[src/rtl/qf_rfm_pkg.sv]
// Shared types and default geometry for the FCB register-file memory reader.
package qf_rfm_pkg;

    localparam int unsigned RFM_WIDTH_DEF = 64;
    localparam int unsigned RFM_DEPTH_DEF = 4;

    typedef enum logic [1:0] {
        ST_IDLE  = 2'd0,
        ST_READ  = 2'd1,
        ST_DRAIN = 2'd2
    } rfr_state_e;

endpackage

[src/rtl/qf_rfm_rdr.sv]
// Sequential reader: walks a wrapping address range of the register file and
// streams each captured word out on a valid/ready interface with a last marker.
module qf_rfm_rdr
    import qf_rfm_pkg::*;
#(
    parameter int unsigned PAR_MEMORY_WIDTH_BIT = RFM_WIDTH_DEF,
    parameter int unsigned PAR_MEMORY_DEPTH_BIT = RFM_DEPTH_DEF
) (
    input  logic                            rfr_clk,
    input  logic                            rfr_rst,
    input  logic                            rfr_start,
    input  logic [PAR_MEMORY_DEPTH_BIT-1:0] rfr_start_addr,
    input  logic [PAR_MEMORY_DEPTH_BIT:0]   rfr_count,
    input  logic                            rfr_abort,
    output logic                            rfr_busy,
    output logic                            rfr_done,
    output logic [PAR_MEMORY_DEPTH_BIT-1:0] rfm_rd_addr,
    input  logic [PAR_MEMORY_WIDTH_BIT-1:0] rfm_rd_data,
    output logic                            rfr_out_valid,
    output logic [PAR_MEMORY_WIDTH_BIT-1:0] rfr_out_data,
    output logic                            rfr_out_last,
    input  logic                            rfr_out_ready
);

    localparam int unsigned AW = PAR_MEMORY_DEPTH_BIT;
    localparam int unsigned CW = PAR_MEMORY_DEPTH_BIT + 1;
    localparam int unsigned DW = PAR_MEMORY_WIDTH_BIT;

    rfr_state_e      state_q, state_d;
    logic [AW-1:0]   addr_q, addr_d;
    logic [CW-1:0]   remain_q, remain_d;
    logic [DW-1:0]   out_data_q, out_data_d;
    logic            out_valid_q, out_valid_d;
    logic            out_last_q, out_last_d;
    logic            busy_q, busy_d;
    logic            done_q, done_d;
    logic            load_c;
    logic            start_ok_c;
    logic            last_word_c;

    // Output register may take a new word when empty or being consumed this cycle.
    assign load_c      = !out_valid_q || rfr_out_ready;
    assign start_ok_c  = rfr_start && !rfr_abort;
    assign last_word_c = (remain_q == CW'(1));

    always_ff @(posedge rfr_clk or posedge rfr_rst) begin
        if (rfr_rst) begin
            state_q <= ST_IDLE;
        end else begin
            state_q <= state_d;
        end
    end

    always_comb begin
        state_d = state_q;
        unique case (state_q)
            ST_IDLE: begin
                if (start_ok_c && (rfr_count != '0)) state_d = ST_READ;
            end
            ST_READ: begin
                if (rfr_abort)                  state_d = ST_IDLE;
                else if (load_c && last_word_c) state_d = ST_DRAIN;
            end
            ST_DRAIN: begin
                if (rfr_abort || rfr_out_ready) state_d = ST_IDLE;
            end
            default: state_d = ST_IDLE;
        endcase
    end

    always_comb begin
        addr_d      = addr_q;
        remain_d    = remain_q;
        out_data_d  = out_data_q;
        out_valid_d = out_valid_q;
        out_last_d  = out_last_q;
        done_d      = 1'b0;
        busy_d      = (state_d != ST_IDLE);
        unique case (state_q)
            ST_IDLE: begin
                if (start_ok_c) begin
                    if (rfr_count != '0) begin
                        addr_d   = rfr_start_addr;
                        remain_d = rfr_count;
                    end else begin
                        done_d = 1'b1;
                    end
                end
            end
            ST_READ: begin
                if (rfr_abort) begin
                    out_valid_d = 1'b0;
                    out_last_d  = 1'b0;
                    remain_d    = '0;
                end else if (load_c) begin
                    out_data_d  = rfm_rd_data;
                    out_valid_d = 1'b1;
                    out_last_d  = last_word_c;
                    addr_d      = addr_q + AW'(1);
                    remain_d    = remain_q - CW'(1);
                end
            end
            ST_DRAIN: begin
                if (rfr_abort) begin
                    out_valid_d = 1'b0;
                    out_last_d  = 1'b0;
                    remain_d    = '0;
                end else if (rfr_out_ready) begin
                    out_valid_d = 1'b0;
                    out_last_d  = 1'b0;
                    done_d      = 1'b1;
                end
            end
            default: begin
                out_valid_d = 1'b0;
                out_last_d  = 1'b0;
                remain_d    = '0;
            end
        endcase
    end

    always_ff @(posedge rfr_clk or posedge rfr_rst) begin
        if (rfr_rst) begin
            addr_q      <= '0;
            remain_q    <= '0;
            out_data_q  <= '0;
            out_valid_q <= 1'b0;
            out_last_q  <= 1'b0;
            busy_q      <= 1'b0;
            done_q      <= 1'b0;
        end else begin
            addr_q      <= addr_d;
            remain_q    <= remain_d;
            out_data_q  <= out_data_d;
            out_valid_q <= out_valid_d;
            out_last_q  <= out_last_d;
            busy_q      <= busy_d;
            done_q      <= done_d;
        end
    end

    assign rfr_busy      = busy_q;
    assign rfr_done      = done_q;
    assign rfm_rd_addr   = addr_q;
    assign rfr_out_valid = out_valid_q;
    assign rfr_out_data  = out_data_q;
    assign rfr_out_last  = out_last_q;

endmodule

[config.mk]
export PLATFORM = sky130hd
export DESIGN_NAME = qf_rfm_rdr
export DESIGN_NICKNAME = d
export VERILOG_FILES = /design/src/rtl/qf_rfm_pkg.sv /design/src/rtl/qf_rfm_rdr.sv
export SDC_FILE = /design/constraint.sdc
export NUM_CORES = 1
export LEC_CHECK = 0
export CORE_MARGIN = 2
export CORE_UTILIZATION = 40
export DETAILED_ROUTE_END_ITERATION = 10
export PLACE_DENSITY = 0.75
export SLEW_MARGIN = 10
export SYNTH_ARGS = -nofsm -noshare
export SYNTH_HDL_FRONTEND = slang
export SYNTH_SLANG_ARGS = --single-unit
[constraint.sdc]
create_clock -name rfr_clk -period 3.61 [get_ports rfr_clk]
set_input_delay 1.083 -clock rfr_clk [delete_from_list [all_inputs] [get_ports rfr_clk]]
set_output_delay 1.083 -clock rfr_clk [all_outputs]
set_load 0.02 [all_outputs]
==> impl_summary.txt <==
----------------------------------------------------
[Run status]
  Result of the run ... finished clean

[Placed design]
  RD Place Congestion ... 0.828
  Number of port buffers ... 149
  Post-placement worst setup slack ... 573 ps
  DPL Wire Length ... 6440 um

[Power and ir drop]
  Combinational Power Share ... 0.437
  Fraction of power consumed by the clock network ... 0.192
  Power Density ... 682 nW/um^2
  Fraction of power consumed by sequential logic ... 0.371
  Leakage power of the design ... 2.42 nW
  Switching power total ... 1.19 mW
  Tot Pwr ... 3.67 mW
  Switching fraction of total power ... 0.325
  IR drop worst, VDD ... 0.225 mV
  Pint ... 2.48 mW

[Global route]
  Grt ovf ... 0
  Global-route wire length before repair ... 14500 um
  Tot GR Track Use ... 0.190
  Pin count of the biggest net entering global routing ... 80
  Via count of the first global-routing pass ... 2665
  Number of antenna violations at the first check in global routing ... 0

[Timing]
  Fin crit period ... 2680 ps
  Post-layout worst setup margin ... 931 ps
  Worst-case headroom to the max-slew limit ... 0.593
  Number of hold violations in the final report ... 0
  Final worst-path cycle share ... 0.742
  Actual slew at the worst max-slew pin ... 609 ps
  Total Neg Setup Slack ... 0 ps
  Highest clock frequency the design can meet ... 373 MHz
  Number of failing setup endpoints in the final timing report ... 0
  Final Max Slew Viols ... 0
  Setup repair after global routing missed its margin ... false
  Post-route clock skew ... 8.48 ps

[Finish]
  Number of filler instances in the final layout ... 677
  Area of all sequential standard cells ... 1980 sq um
  Commonest non-fill, non-tap cell in the layout ... clkdlybuf4s50_1
  Share of cells above drive strength 1 ... 0.229
  Inserted Diodes ... 0
  Commonest cells after routing, fill and taps aside ... clkdlybuf4s50_1, dfrtp_1, mux2_4
  Total number of nets in the final design ... 478
  Area of the multi-input gates ... 1470 sq um
  Synth-to-layout area growth ... 51.3%

[Die]
  Starting Density ... 0.409
  Area of the core ... 8680 sq um
  Die Width ... 98.3 um
  Die height ... 98.3 um
  Die ar. ... 9650 sq um
  Ports ... 150
  Standard-cell rows ... 34

[Logic synthesis]
  Warnings from Yosys ... 0
  Unique cell type count in the Yosys netlist ... 42
  Mapped Nets ... 325
  Fraction of registers with async set or reset after synthesis ... 1.00
  Most frequently used flop master after synthesis ... dfrtp_1
  Sequential fraction of the synthesis area ... 0.556
  Post-Synthesis Mean Instance Area ... 14.6 sq um
  Post-synthesis instance area ... 3550 sq um
  Number of synthesized register bits ... 79
  Number of enable flip-flop cells after synthesis ... 0
  Post-synthesis cell count ... 244

[Route]
  Vias per inst ... 5.13
  Remaining antenna violation count after routing ... 0
  Per-cell routed wire length ... 17.5 um
  Number of vias after detailed routing ... 2609
  Number of DRC violations after detailed routing ... 0
  Number of search-and-repair iterations in the first detailed-routing pass ... 5
  Detailed-route wire length ... 8900 um
  DRC violation total after the first TritonRoute iteration ... 55

[Worst setup path]
  CP required ... 3830 ps
  Crit Path Class ... in2reg
  Crit-path max FO ... 34
  CP Launch Point ... rfr_abort
  Crit path launch type ... input pin
  CP Data Arrival Time ... 2900 ps
  Capturing element type of the critical path ... flop
  FF-to-FF Start ... state_q[0]$_DFF_PP0_

[Clock tree]
  Max Root-Sink Buffers ... 2
  Cts bufs inserted ... 9
  Clock latency on the worst-skew pair ... 340 ps
  Buffers inserted by post-CTS timing repair ... 0
  TritonCTS clock tree ... yes
  Quantity of hold-fixing buffers added after cts ... 0
  Maximum level of the CTS H-tree ... 3
  Worst-path clk slew ... 80 ps
  CTS Root Cell ... clkbuf_8
  TritonCTS sink count ... 79
  Cts repair resizes ... 0

[Hold path]
  Hold/Removal Path Class ... reg2reg
  Min-Delay Startpoint ... rfr_out_last$_DFFE_PP0P_

[Run]
  Number of maximum-capacitance constraint violations ... 0

----------------------------------------------------
==> metal layers <==
layer / up-vias / routed length, um / global-route usage
met2: 128 / 4150 / 0.295
li1: 1181 / - / -
met1: 1284 / 4010 / 0.259
met3: 16 / 581 / 0.0465
met4: 0 / 157 / 0.0717
met5: - / 0 / 0
==> cell usage after synthesis, types with 2 or more instances <==
cell       number  area (sq um)
dfrtp_1        79          1980
mux2_4         49           736
mux2_2         17           191
a21oi_1         8          40.0
nor2_1          8          30.0
inv_1           7          26.3
nand2_1         7          26.3
buf_6           6          67.6
o21ai_0         6          30.0
nand2b_1        5          31.3
or3_1           4          25.0
clkbuf_1        3          11.3
ha_1            3          37.5
nand3_1         3          15.0
a22o_1          2          17.5
a2bb2oi_1       2          17.5
buf_2           2          10.0
mux2i_1         2          20.0
nor2b_1         2          12.5
nor3b_1         2          15.0
o21bai_1        2          15.0
o22ai_1         2          12.5
o2bb2ai_1       2          17.5
or2_2           2          12.5
or3_4           2          22.5
==> power by group through the flow <==
stage	registers [mW]	clock network (mW)	logic, mW
after floorplan	1.69	0	0.521
after global placement	1.37	0	1.58
after detailed placement	1.38	0	1.61
after CTS	1.36	0.726	1.62
after global routing	1.40	0.768	1.68
final	1.36	0.705	1.60
==> kinds of logic after synthesis <==
family	count (synthesis)	share of synthesized area
multiplexers	68	0.267
flip-flops	79	0.556
AO/OA/AOI/OAI	35	0.0683
adder cells (fa/ha/maj)	3	0.0106
buffers and inverters	18	0.0324
AND/OR/NAND/NOR	41	0.0658
==> registers in the layout, indices dropped and copies added (netlist names) <==
| name | count |
|---|---|
| rfr_out_valid | 1 |
| rfr_out_data | 64 |
| state_q | 2 |
| rfr_done | 1 |
| remain_q | 5 |
| rfr_out_last | 1 |
| rfr_busy | 1 |
| rfm_rd_addr | 4 |
==> metrics by stage <==
step                      std cells  hold WS, ps   util  instance area, sq um
after CTS                       509          507  0.619                  5380
after floorplan                 244          497      -                  3550
after global placement          494          482  0.595                  5160
after global routing            509          519  0.619                  5380
after detailed placement        494          483  0.595                  5160
final                           509          496  0.619                  5380
==> area by class of cell <==
type                    instances  area share
repair buffers                153       0.290
clock inverters                 6      0.0161
multi-input cells             147       0.273
flip-flops and latches         79       0.368
clock buffers                   9      0.0230
well taps                     108      0.0251
inverters                       7     0.00512
==> path summary, 6_finish.rpt <==
| path | to | slack (ps) | cells after the start |
|---|---|---|---|
| max | rfr_out_data[48]$_DFFE_PP0P_ | 930 | 5 |
| min | rfr_out_last$_DFFE_PP0P_ | 500 | 1 |
| max reg2reg | rfr_out_data[48]$_DFFE_PP0P_ | 1480 | 4 |
| min reg2reg | rfr_out_last$_DFFE_PP0P_ | 500 | 1 |
| max in group asynchronous | rfr_out_data[48]$_DFFE_PP0P_ | 2140 | 3 |
| min in group asynchronous | rfr_out_data[31]$_DFFE_PP0P_ | 1170 | 3 |
==> worst max-delay path, cell delays in order <==
cell             delay, ps
clkdlybuf4s50_1        410
nand2b_1               280
or3_4                  540
buf_12                 250
mux2_4                 320
No activity file was read; power rests on OpenSTA's default activity.
